===== config.mk =====
export PLATFORM = sky130hd
export DESIGN_NAME = tcdm_bank_arbiter
export DESIGN_NICKNAME = d
export VERILOG_FILES = /design/src/rtl/tcdm_arb_pkg.sv /design/src/rtl/tcdm_rr_picker.sv /design/src/rtl/tcdm_bank_arbiter.sv
export SDC_FILE = /design/constraint.sdc
export NUM_CORES = 1
export LEC_CHECK = 0
export ABC_AREA = 1
export ABC_CLOCK_PERIOD_IN_PS = 5100
export CORE_AREA = 3 3 165 167
export DETAILED_ROUTE_END_ITERATION = 6
export DIE_AREA = 0 0 168 170
export PLACE_DENSITY = 0.64
export SLEW_MARGIN = 20
export SYNTH_ARGS = -nofsm -noshare
export SYNTH_HDL_FRONTEND = slang
export SYNTH_SLANG_ARGS = --single-unit

===== constraint.sdc =====
create_clock -name clk_i -period 5.1 [get_ports clk_i]
set_clock_uncertainty 0.2 [all_clocks]
set_input_delay 0.765 -clock clk_i [delete_from_list [all_inputs] [get_ports clk_i]]
set_output_delay 0.765 -clock clk_i [all_outputs]
set_load 0.02 [all_outputs]

===== src/rtl/tcdm_arb_pkg.sv =====
// Shared types and the round-robin search used by the TCDM bank arbiters.
// Indices are carried at a fixed maximum width so one function serves every arbiter size.
package tcdm_arb_pkg;

  localparam int unsigned MaxInit = 32;
  localparam int unsigned IdxW    = $clog2(MaxInit);

  typedef logic [IdxW-1:0] init_idx_t;

  // Architectural state of one bank arbiter, kept together so it can be probed as a unit.
  typedef struct packed {
    logic      lock;
    init_idx_t locked_idx;
    init_idx_t rr_ptr;
    logic      rvld;
    init_idx_t ridx;
  } arb_state_t;

  // First requesting index at or after ptr among the lowest n lanes, wrapping at n.
  function automatic init_idx_t rr_pick(input logic [MaxInit-1:0] req,
                                        input init_idx_t          ptr,
                                        input int unsigned        n);
    init_idx_t   idx;
    logic        found;
    int unsigned cand;
    idx   = '0;
    found = 1'b0;
    for (int unsigned i = 0; i < MaxInit; i++) begin
      cand = 32'(ptr) + i;
      if (cand >= n) cand = cand - n;
      if (!found && (i < n) && req[cand]) begin
        idx   = init_idx_t'(cand);
        found = 1'b1;
      end
    end
    return idx;
  endfunction

endpackage


===== src/rtl/tcdm_rr_picker.sv =====
// Combinational winner selection: lowest-index starved requester first, else round-robin from ptr.
module tcdm_rr_picker
  import tcdm_arb_pkg::*;
#(
  parameter int unsigned NbInit = 4
) (
  input  logic [NbInit-1:0] req,
  input  logic [NbInit-1:0] starved,
  input  init_idx_t         ptr,
  output init_idx_t         winner,
  output logic              valid
);

  logic [MaxInit-1:0] req_pad;
  logic               starved_hit;
  init_idx_t          starved_idx;

  always_comb begin
    req_pad               = '0;
    req_pad[NbInit-1:0]   = req;
    starved_hit           = 1'b0;
    starved_idx           = '0;
    // Walk downwards so the lowest starved requester is the one left standing.
    for (int i = int'(NbInit) - 1; i >= 0; i--) begin
      if (starved[i] && req[i]) begin
        starved_hit = 1'b1;
        starved_idx = init_idx_t'(i);
      end
    end
    winner = starved_hit ? starved_idx : rr_pick(req_pad, ptr, NbInit);
  end

  assign valid = |req;

endmodule


===== src/rtl/tcdm_bank_arbiter.sv =====
// Per-bank TCDM arbiter: merges NbInit initiators onto one SRAM bank port with round-robin,
// a starvation guard, a stall lock, and routing of the 1-cycle bank response.
module tcdm_bank_arbiter
  import tcdm_arb_pkg::*;
#(
  parameter  int unsigned NbInit    = 4,
  parameter  int unsigned DataWidth = 32,
  parameter  int unsigned AddrWidth = 32,
  parameter  int unsigned IdWidth   = 1,
  parameter  int unsigned MaxStall  = 15,
  localparam int unsigned BeWidth   = DataWidth / 8
) (
  input  logic                          clk_i,
  input  logic                          rst_ni,
  input  logic [NbInit-1:0]             init_req_i,
  input  logic [NbInit-1:0]             init_wen_i,
  input  logic [NbInit*AddrWidth-1:0]   init_add_i,
  input  logic [NbInit*DataWidth-1:0]   init_data_i,
  input  logic [NbInit*BeWidth-1:0]     init_be_i,
  output logic [NbInit-1:0]             init_gnt_o,
  output logic [NbInit-1:0]             init_rvld_o,
  output logic [DataWidth-1:0]          init_rdata_o,
  output logic                          bank_req_o,
  output logic                          bank_wen_o,
  output logic [AddrWidth-1:0]          bank_add_o,
  output logic [DataWidth-1:0]          bank_data_o,
  output logic [BeWidth-1:0]            bank_be_o,
  output logic [IdWidth-1:0]            bank_id_o,
  input  logic                          bank_gnt_i,
  input  logic [DataWidth-1:0]          bank_rdata_i,
  input  logic [IdWidth-1:0]            bank_rid_i
);

  localparam int unsigned CntW = $clog2(MaxStall + 1);

  // Handshake: an initiator's request is accepted in the cycle init_req_i[k] and
  // init_gnt_o[k] are both high; its response (read or write) appears on init_rvld_o[k]
  // exactly one cycle later. Upstream the bank accepts when bank_req_o & bank_gnt_i.

  arb_state_t        state_q;
  logic [CntW-1:0]   stall_cnt_q [NbInit];
  logic [NbInit-1:0] starved;
  init_idx_t         pick_idx;
  init_idx_t         win;
  logic              any_req;
  logic              lock_hold;
  logic              granted;

  always_comb begin
    for (int i = 0; i < int'(NbInit); i++) begin
      starved[i] = (stall_cnt_q[i] == CntW'(MaxStall));
    end
  end

  tcdm_rr_picker #(
    .NbInit (NbInit)
  ) u_picker (
    .req     (init_req_i),
    .starved (starved),
    .ptr     (state_q.rr_ptr),
    .winner  (pick_idx),
    .valid   (any_req)
  );

  // A stalled request keeps the bank port until granted, unless its owner withdraws.
  always_comb begin
    lock_hold = 1'b0;
    for (int i = 0; i < int'(NbInit); i++) begin
      if (state_q.lock && (state_q.locked_idx == init_idx_t'(i)) && init_req_i[i]) begin
        lock_hold = 1'b1;
      end
    end
    win = lock_hold ? state_q.locked_idx : pick_idx;
  end

  // Outputs are held at zero while reset is asserted.
  always_comb begin
    bank_req_o  = rst_ni & any_req;
    bank_wen_o  = 1'b0;
    bank_add_o  = '0;
    bank_data_o = '0;
    bank_be_o   = '0;
    bank_id_o   = '0;
    init_gnt_o  = '0;
    for (int i = 0; i < int'(NbInit); i++) begin
      if (rst_ni && any_req && (win == init_idx_t'(i))) begin
        bank_wen_o    = init_wen_i[i];
        bank_add_o    = init_add_i[i*AddrWidth +: AddrWidth];
        bank_data_o   = init_data_i[i*DataWidth +: DataWidth];
        bank_be_o     = init_be_i[i*BeWidth +: BeWidth];
        bank_id_o     = IdWidth'(win);
        init_gnt_o[i] = bank_gnt_i & init_req_i[i];
      end
    end
  end

  assign granted = |init_gnt_o;

  always_comb begin
    init_rvld_o = '0;
    for (int i = 0; i < int'(NbInit); i++) begin
      init_rvld_o[i] = rst_ni & state_q.rvld & (state_q.ridx == init_idx_t'(i));
    end
  end

  assign init_rdata_o = bank_rdata_i;

  always_ff @(posedge clk_i or negedge rst_ni) begin
    if (!rst_ni) begin
      state_q <= '0;
    end else begin
      if (bank_req_o && !bank_gnt_i) begin
        state_q.lock       <= 1'b1;
        state_q.locked_idx <= win;
      end else begin
        state_q.lock       <= 1'b0;
      end
      if (granted) begin
        state_q.rr_ptr <= (win == init_idx_t'(NbInit - 1)) ? '0 : win + init_idx_t'(1);
      end
      state_q.rvld <= granted;
      state_q.ridx <= win;
    end
  end

  always_ff @(posedge clk_i or negedge rst_ni) begin
    if (!rst_ni) begin
      for (int i = 0; i < int'(NbInit); i++) stall_cnt_q[i] <= '0;
    end else begin
      for (int i = 0; i < int'(NbInit); i++) begin
        if (!init_req_i[i] || init_gnt_o[i]) begin
          stall_cnt_q[i] <= '0;
        end else if (!starved[i]) begin
          stall_cnt_q[i] <= stall_cnt_q[i] + CntW'(1);
        end
      end
    end
  end

  assert property (@(posedge clk_i) disable iff (!rst_ni) $onehot0(init_gnt_o));
  assert property (@(posedge clk_i) disable iff (!rst_ni) $onehot0(init_rvld_o));
  assert property (@(posedge clk_i) disable iff (!rst_ni)
                   state_q.rvld |-> (bank_rid_i == IdWidth'(state_q.ridx)));

endmodule


==> run_results.csv, run 1 <==
group,metric,value,unit
clocking,cts_inserted_buffers,5,
drt,antenna_left,0,
power,vdd_ir_drop_max,0.524,mV
timing,rsz0062_at_grt,"true",
grt,grt_overflow,0,
drt,first_iter_violations,338,
finish,finalInstanceArea,9230,um^2
timing,finalHoldViolations,0,
worst_setup_path,critPathRequiredTime,4.14,ns
logic_synthesis,synthArstFlopShare,100,%
clocking,cts_num_sinks,33,
worst_hold_path,hold_path.class,"reg -> reg",
timing,period_minus_slack,4.85,ns
drt,drcViolationCount,0,
run,cap_viol_max_count,0,
finish,fillCellCount,2817,
clocking,clkLatencyLatePin,0.27,ns
worst_setup_path,reg2reg_from,"state_q[7]$_DFFE_PN0P_",
finish,ff_latch_area,830,um^2
worst_setup_path,path_max_fanout,8,
logic_synthesis,syn_area,4970,um^2
floorplanning,fp-row-count,59,
worst_setup_path,worst_setup_path_start_kind,"flip-flop",
timing,slew_violations,0,
drt,drt_pass1_iterations,5,
worst_hold_path,min_path_cells,2,
finish,multi_input_area,3490,um^2
logic_synthesis,synthCells,854,
run_status,outcome,"completed",
timing,fin_crit_sh,95.1,%
place,dp_cells,1528,
clocking,h-tree-depth,2,
finish,layout_common_cells,"288 x clkdlybuf4s50_1, 227 x nand2_1, 165 x nand3_1, 74 x o21ai_1, 68 x o21ai_0",
finish,fin_cells,1546,
place,dpl_cell_area,9080,um^2
finish,drive_gt1_share,16.3,%
drt,via_per_inst,4.47,
floorplanning,die_area,28600,um^2
floorplanning,start_util,19.2,%
worst_hold_path,hp-start,"state_q[14]$_DFFE_PN0P_",
clocking,clock_path_buffers,2,
worst_setup_path,cp_slowest_cell,"dfrtp_2",
logic_synthesis,post_synth.cell_area_avg,5.82,um^2
worst_setup_path,r2r_slack,1.01,ns
clocking,clk_pin_slew,0.05,ns
worst_setup_path,worstPathArrival,3.88,ns
logic_synthesis,synth-edff-count,0,
finish,final_nets,1548,
floorplanning,core,25900,um^2
grt,grtUsageTotal,18.0,%
drt,wl_per_cell,18.4,um
power,finalPower,8500,uW
worst_setup_path,worst_r2r_path_depth,28,
worst_setup_path,r2r_end,"state_q[6]$_DFFE_PN0P_",
timing,final.setup.worst_slack,0.252,ns
logic_synthesis,ys_types,38,
timing,finalSetupTns,0,ns
grt,antenna_found_initial,6,
timing,fmax,206,MHz
worst_setup_path,critical_path.most_common_cell,"nand2_1",
power,power_density,922,nW/um^2
logic_synthesis,ys.warnings.count,0,
logic_synthesis,yosysSeqAreaShare,16.6,%
floorplanning,die_height,170,um
worst_setup_path,max_stage_delay,0.47,ns
grt,grt_pass1_wl,39900,um
floorplanning,die_w,168,um
drt,routed_wl,28500,um
place,io_buffers,361,
worst_setup_path,crit_type,"reg -> out",
place,place_hpwl,23900,um
power,p_leak,0.00413,uW
finish,area.growth.synth_to_final,85.5,%
clocking,cts_tree,"done",
grt,grt_start_max_net_pins,55,
grt,grt_pass1_vias,6621,
worst_setup_path,cp-end-kind,"output pin",
finish,final_common_cell,"clkdlybuf4s50_1",
clocking,cts_hold_buf,0,
worst_hold_path,hold_end,"state_q[14]$_DFFE_PN0P_",
logic_synthesis,synthFlopType,"dfrtp_1",
drt,vias,6912,
clocking,cts_root_buf,"clkbuf_16",
place,routabilityCongestion,0.866,
timing,finalSetupViolCount,0,
place,dpl_worst_slack,-0.103,ns
logic_synthesis,yosys_register_bits,33,
floorplanning,ios,427,
power by group:
part | leakage [uW] | internal [uW] | switching, uW
clock | 0.0000841 | 244 | 107
combinational | 0.00362 | 3020 | 4720
sequential | 0.000428 | 327 | 82.4
synth_stat cells (7+ instances only):
library cell	instances	area (um^2)
a21oi_1	14	70.1
buf_2	21	105
buf_4	39	293
clkbuf_1	21	78.8
dfrtp_1	33	826
ha_1	24	300
inv_1	48	180
inv_2	10	37.5
nand2_1	230	863
nand3_1	167	836
nor2_1	39	146
o21ai_0	75	375
o21ai_1	72	360
xnor2_1	7	61.3
routing by layer:
| layer | GRT usage, % | vias to the layer above | wire length [um] |
|---|---|---|---|
| met4 | 2.17 | 6 | 257 |
| li1 | - | 3512 | - |
| met3 | 10.1 | 25 | 3900 |
| met2 | 29.2 | 256 | 13000 |
| met5 | 0 | - | 40 |
| met1 | 21.8 | 3113 | 11300 |
stage by stage:
step           hold WS [ns]  util (%)
2_1_floorplan         0.237         -
3_3_place_gp          0.253      35.1
3_5_place_dp          0.261      35.1
4_1_cts               0.276      35.5
5_1_grt               0.313      35.6
6_report              0.278      35.6
kinds of logic after synthesis:
| logic type | count (synthesis) | synth area share, % |
|---|---|---|
| multiplexers | 1 | 0.201 |
| AO/OA/AOI/OAI | 164 | 16.6 |
| other | 1 | 0.0754 |
| adder cells (fa/ha/maj) | 24 | 6.04 |
| buffers and inverters | 148 | 15.2 |
| AND/OR/NAND/NOR | 471 | 43.1 |
| flip-flops | 33 | 16.6 |
| XOR/XNOR | 12 | 2.11 |
worst max path at each step:
stage / startpoint / endpoint / cells past startpoint
after global placement: init_req_i[0] / bank_add_o[14] / 24
after floorplan: state_q[7]$_DFFE_PN0P_ / bank_data_o[2] / 25
after CTS: state_q[7]$_DFFE_PN0P_ / bank_add_o[18] / 28
after global routing: state_q[7]$_DFFE_PN0P_ / bank_be_o[0] / 28
after detailed placement: init_req_i[3] / bank_add_o[14] / 23
final: state_q[7]$_DFFE_PN0P_ / bank_add_o[24] / 29
final cells by class:
class,count,share of cell area [%]
Timing Repair Buffer,430,43.9
Multi-Input combinational cell,675,37.9
Sequential cell,33,8.99
Tap cell,335,4.54
Inverter,63,2.73
Clock buffer,7,1.55
Clock inverter,1,0.326
Antenna cell,2,0.0543
critical path: cells and delay by family, from the launching register on:
kind,cells,cell delay [ns]
AND/OR/NAND/NOR,18,1.40
AO/OA/AOI/OAI,3,0.33
adder cells (fa/ha/maj),3,0.57
buffers and inverters,5,0.83
flip-flops,1,0.47
what timing repair did:
| action | in CTS | in global routing |
|---|---|---|
| gates cloned | 0 | 2 |
| setup buffers | 0 | 6 |
| setup endpoints to repair | 66 | 74 |
| resized for setup | 69 | 178 |
| pin swaps | 0 | 6 |
flip-flops by register name, indices dropped and copies added (netlist names):
register	cells
stall_cnt_q	16
state_q	17
No activity file was read; power rests on OpenSTA's default activity.
==> run 2: changes to the inputs <==
Settings changed: ABC_CLOCK_PERIOD_IN_PS 5100 to 4500.
Clock period 5.1 ns to 4.5 ns, I/O delays scaled along.
==> run 2 against run 1 <==
Net effect:
- the flow now finishes with violations (setup timing)
- register-to-register slack got worse by 0.38 ns
- routed wire length increased by 15%
- largest cell class unchanged
- final area is 20% higher
- final cell count increased by 4.4%
- non-clock buffer count is 67 higher
==> run_results.csv, run 2 (synthesis gave the netlist of run 1 again) <==
group,metric,value,unit
run_status,outcome,"complete, but fails checks",
run_status,violations,"setup timing",
floorplanning,ios,427,
timing,final.setup.worst_slack,-0.0978,ns
grt,grtUsageTotal,20.3,%
worst_setup_path,cp-end-kind,"output pin",
drt,via_per_inst,4.65,
floorplanning,die_w,168,um
timing,fmax,217,MHz
worst_setup_path,cp_top_family,"simple AND/OR/NAND/NOR gates",
finish,drive_gt1_share,33.3,%
clocking,cts_hold_buf,0,
finish,area.growth.synth_to_final,123,%
worst_setup_path,crit_type,"reg -> out",
worst_setup_path,cp_slowest_cell,"dfrtp_2",
floorplanning,die_area,28600,um^2
timing,finalSetupTns,-1.94,ns
worst_setup_path,crit_buf_inv,7,
worst_setup_path,critical_path.most_common_cell,"nand2_2",
drt,wl_per_cell,20.3,um
finish,final_common_cell,"clkdlybuf4s50_1",
floorplanning,core,25900,um^2
finish,reg_top3,"state_q: 17 flops, stall_cnt_q: 16 flops",
clocking,cts_root_buf,"clkbuf_16",
grt,grt_pass1_wl,44100,um
run,cap_viol_max_count,0,
timing,period_minus_slack,4.60,ns
finish,layout_common_cells,"287 x clkdlybuf4s50_1, 182 x nand2_1, 138 x buf_4, 104 x nand3_1, 104 x o21ai_1",
grt,grt_start_max_net_pins,50,
worst_setup_path,critPathRequiredTime,3.62,ns
drt,first_iter_violations,367,
finish,largest-register,"state_q",
clocking,cts_inserted_buffers,5,
clocking,clock_path_buffers,2,
timing,finalHoldViolations,0,
drt,drt_pass1_iterations,5,
clocking,clkLatencyLatePin,0.29,ns
worst_setup_path,max_stage_delay,0.49,ns
clocking,cts_num_sinks,33,
place,io_buffers,361,
floorplanning,die_height,170,um
timing,fin_crit_sh,102,%
clocking,cts_tree,"done",
finish,final_nets,1615,
place,routabilityCongestion,0.851,
worst_hold_path,hold_path.class,"reg -> reg",
worst_setup_path,worst_setup_path_start_kind,"flip-flop",
grt,grt_overflow,0,
floorplanning,start_util,19.2,%
grt,antenna_found_initial,8,
floorplanning,fp-row-count,59,
clocking,clk_pin_slew,0.06,ns
timing,slew_violations,0,
drt,antenna_left,0,
drt,drcViolationCount,0,
worst_setup_path,worstPathArrival,3.72,ns
worst_setup_path,path_max_fanout,8,
grt,grt_pass1_vias,7188,
timing,finalSetupViolCount,48,
finish,largest_reg_flops,17,
drt,routed_wl,32800,um
drt,vias,7504,
place,place_hpwl,24300,um
clocking,h-tree-depth,2,
timing,rsz0062_at_grt,"true",
==> run 2: cell count changes in the layout (fill, tap and decap cells not counted), sizes merged, moves of 2 or more <==
cell           change
bufbuf             +2
clkinv             +3
buf              +117
dlymetal6s2s       -2
dlygate4sd2        -7
clkbuf            -41
clkdlybuf4s15      -2
==> run 2: final timing paths <==
check / startpoint / to / slack, ns / cells after the start
setup reg to reg: state_q[7]$_DFFE_PN0P_ / state_q[6]$_DFFE_PN0P_ / 0.63 / 29
hold reg to reg: state_q[14]$_DFFE_PN0P_ / state_q[14]$_DFFE_PN0P_ / 0.27 / 2
hold / removal: state_q[14]$_DFFE_PN0P_ / state_q[14]$_DFFE_PN0P_ / 0.27 / 2
min in group asynchronous: rst_ni / state_q[15]$_DFFE_PN0P_ / 0.69 / 2
max in group asynchronous: rst_ni / state_q[7]$_DFFE_PN0P_ / 3.05 / 2
setup / recovery: state_q[7]$_DFFE_PN0P_ / bank_be_o[0] / -0.1 / 29
==> run 2: stage by stage <==
step	worst slack [ns]	util, %	area (um^2)	hold slack [ns]	instances
floorplan	0.246	-	4980	0.179	856
global placement	-0.441	36.0	9330	0.251	1554
detailed placement	-0.460	36.0	9330	0.258	1554
CTS	-0.0744	39.2	10200	0.273	1598
global route	-0.361	42.8	11100	0.303	1611
finish	-0.0978	42.8	11100	0.271	1614
==> run 2: layout make-up <==
cell class	count	area [um^2]
fill	2574	14800
tap	335	419
clock inverter	2	10.0
multi-input combinational	675	4320
clock buffer	6	129
inverter	63	275
timing repair buffer	497	5100
sequential	33	831
antenna	3	7.51
==> run 2: repair_timing <==
item / 4_1_cts / 5_1_grt
endpoints found under the setup margin: 74 / 74
buffers inserted: 27 / 10
resized for setup: 467 / 209
cloned: 9 / 5
pin swaps: 61 / 71
==> run 2: metal layers <==
metal	share of wire [%]	global-route usage [%]	up-vias	routed length, um
met5	0.19	0	-	62
met1	39	24.1	3465	12700
met3	13	11.2	67	4400
met4	2.2	3.77	10	711
met2	45	32.6	288	14900
li1	-	-	3674	-
==> run 2: worst register-to-register path: cells and delay by family (launching register included) <==
family / cells / cell delay (ns)
fa+ha+maj: 3 / 0.58
buf+inv: 7 / 0.67
flops: 1 / 0.49
simple gates: 19 / 1.85
Power of run 2 is left out: the tool's default activity adds up to more than one toggle a clock period on the data nets, which glitch-free logic cannot reach.
==> run 3: changes to the inputs <==
Settings changed: CORE_AREA 3 3 165 167 to 2 2 164 166, CTS_BUF_LIST from default to sky130_fd_sc_hd__clkbuf_8, DIE_AREA 0 0 168 170 to 0 0 166 168, GPL_TIMING_DRIVEN from default to 1.
==> run 3 against run 2 <==
Net effect:
- hold slack worse by 0.00099 ns
- highest routed layer unchanged
- sequential cell count stayed put
- sequential share of layout area is 0.25 points lower
- final area is 3.1% higher
- critical endpoint is now bank_data_o[20]
- the run still ends with setup timing left
- core utilization is 0.58 points higher
- non-clock buffer count is 13 higher
- die area is 2.4% lower
==> run_results.csv, run 3 (synthesis gave the netlist of run 1 again) <==
group,metric,value,unit
floorplanning,core,26400,um^2
timing,holdWs,0.270,ns
timing,slew_violations,0,
clocking,clock_path_buffers,2,
timing,finalSetupViolCount,69,
drt,routed_wl,32000,um
finish,final_common_cell,"clkdlybuf4s50_1",
floorplanning,die_area,27900,um^2
worst_setup_path,path_max_fanout,8,
timing,period_minus_slack,4.66,ns
worst_setup_path,critPathRequiredTime,3.62,ns
place,routabilityCongestion,0.886,
worst_setup_path,r2r_end,"state_q[6]$_DFFE_PN0P_",
clocking,h-tree-depth,2,
finish,fillCellCount,2633,
run_status,outcome,"complete, but fails checks",
clocking,cts_tree,"done",
drt,drt_pass1_iterations,5,
worst_setup_path,crit_start,"state_q[6]$_DFFE_PN0P_",
grt,grt_overflow,0,
worst_setup_path,cp_slowest_cell,"dfrtp_1",
worst_hold_path,hp-start,"state_q[14]$_DFFE_PN0P_",
worst_setup_path,r2r_slack,0.47,ns
worst_setup_path,max_stage_delay,0.42,ns
clocking,cts_root_buf,"clkbuf_8",
grt,grt_pass1_wl,44300,um
worst_setup_path,endpoint,"bank_data_o[20]",
floorplanning,ios,427,
drt,vias,7512,
drt,wl_per_cell,19.6,um
finish,layout_common_cells,"287 x clkdlybuf4s50_1, 211 x nand2_1, 133 x buf_4, 92 x o21ai_1, 83 x nand3_2",
grt,grt_start_max_net_pins,36,
timing,finalHoldViolations,0,
grt,grt_pass1_vias,7128,
worst_setup_path,worstPathArrival,3.79,ns
clocking,cts_num_sinks,33,
drt,antenna_left,0,
worst_setup_path,worst_setup_path_start_kind,"flip-flop",
worst_hold_path,hold_path.class,"reg -> reg",
clocking,cts_inserted_buffers,5,
run_status,violations,"setup timing",
finish,largest-register,"state_q",
worst_setup_path,worst_r2r_path_depth,28,
finish,largest_reg_flops,17,
clocking,clk_pin_slew,0.08,ns
run,cap_viol_max_count,0,
timing,fin_crit_sh,104,%
place,place_hpwl,24100,um
finish,reg_top3,"state_q: 17 flops, stall_cnt_q: 16 flops",
worst_setup_path,cp-end-kind,"output pin",
timing,final.setup.worst_slack,-0.162,ns
finish,multi_input_area,4440,um^2
worst_setup_path,reg2reg_from,"state_q[6]$_DFFE_PN0P_",
timing,rsz0062_at_grt,"true",
drt,drcViolationCount,0,
clocking,clkLatencyLatePin,0.30,ns
floorplanning,die_w,166,um
timing,fmax,214,MHz
worst_setup_path,crit_type,"reg -> out",
finish,ff_latch_area,828,um^2
finish,final_nets,1629,
floorplanning,die_height,168,um
floorplanning,fp-row-count,60,
floorplanning,start_util,18.9,%
place,io_buffers,361,
drt,via_per_inst,4.60,
grt,antenna_found_initial,3,
drt,first_iter_violations,372,
grt,grtUsageTotal,20.6,%
finish,drive_gt1_share,34.9,%
finish,area.growth.synth_to_final,130,%
[run 3: through the flow]
stage	utilization [%]	instance area (um^2)	setup WS [ns]	TNS, ns	std cells
global placement	36.2	9550	-0.525	-28.99	1577
floorplan	-	4980	0.246	0	856
CTS	39.5	10400	-0.187	-7.07	1612
detailed placement	36.2	9550	-0.584	-33.17	1577
global route	43.4	11400	-0.497	-29.49	1631
finish	43.4	11400	-0.162	-6.57	1632
[run 3: layer usage]
layer  part of all wire (%)  global-route usage, %
met5                  0.063                      0
met4                    1.9                   2.95
met3                     12                   10.3
met2                     46                   34.3
met1                     40                   24.4
[run 3: worst min path at each step]
stage | cells after the start | to
after floorplan | 0 | stall_cnt_q[0]$_DFFE_PN0P_
after global placement | 2 | state_q[14]$_DFFE_PN0P_
after detailed placement | 2 | state_q[14]$_DFFE_PN0P_
after CTS | 2 | state_q[14]$_DFFE_PN0P_
after global routing | 2 | state_q[13]$_DFFE_PN0P_
final | 2 | state_q[14]$_DFFE_PN0P_
[run 3: cell type report]
cell class,instances,share of cell area [%]
Timing Repair Buffer,510,46.6
Multi-Input combinational cell,676,38.8
Sequential cell,33,7.24
Tap cell,341,3.73
Inverter,63,2.36
Clock buffer,5,0.602
Clock inverter,3,0.602
Antenna cell,1,0.0219
[run 3: repair_timing]
action,CTS,global route
resized for setup,492,213
endpoints found under the setup margin,74,74
hold buffers,0,0
gates cloned,9,8
pin swaps,35,39
setup buffers,20,13
[run 3: worst max-delay path: cells and delay by family, from the launching register on]
family	cells	cell delay (ns)
AO/OA/AOI/OAI	3	0.31
adder cells (fa/ha/maj)	3	0.50
buffers and inverters	8	0.99
XOR/XNOR	1	0.14
AND/OR/NAND/NOR	14	1.11
flip-flops	1	0.42
Power of run 3 is left out for the same reason.
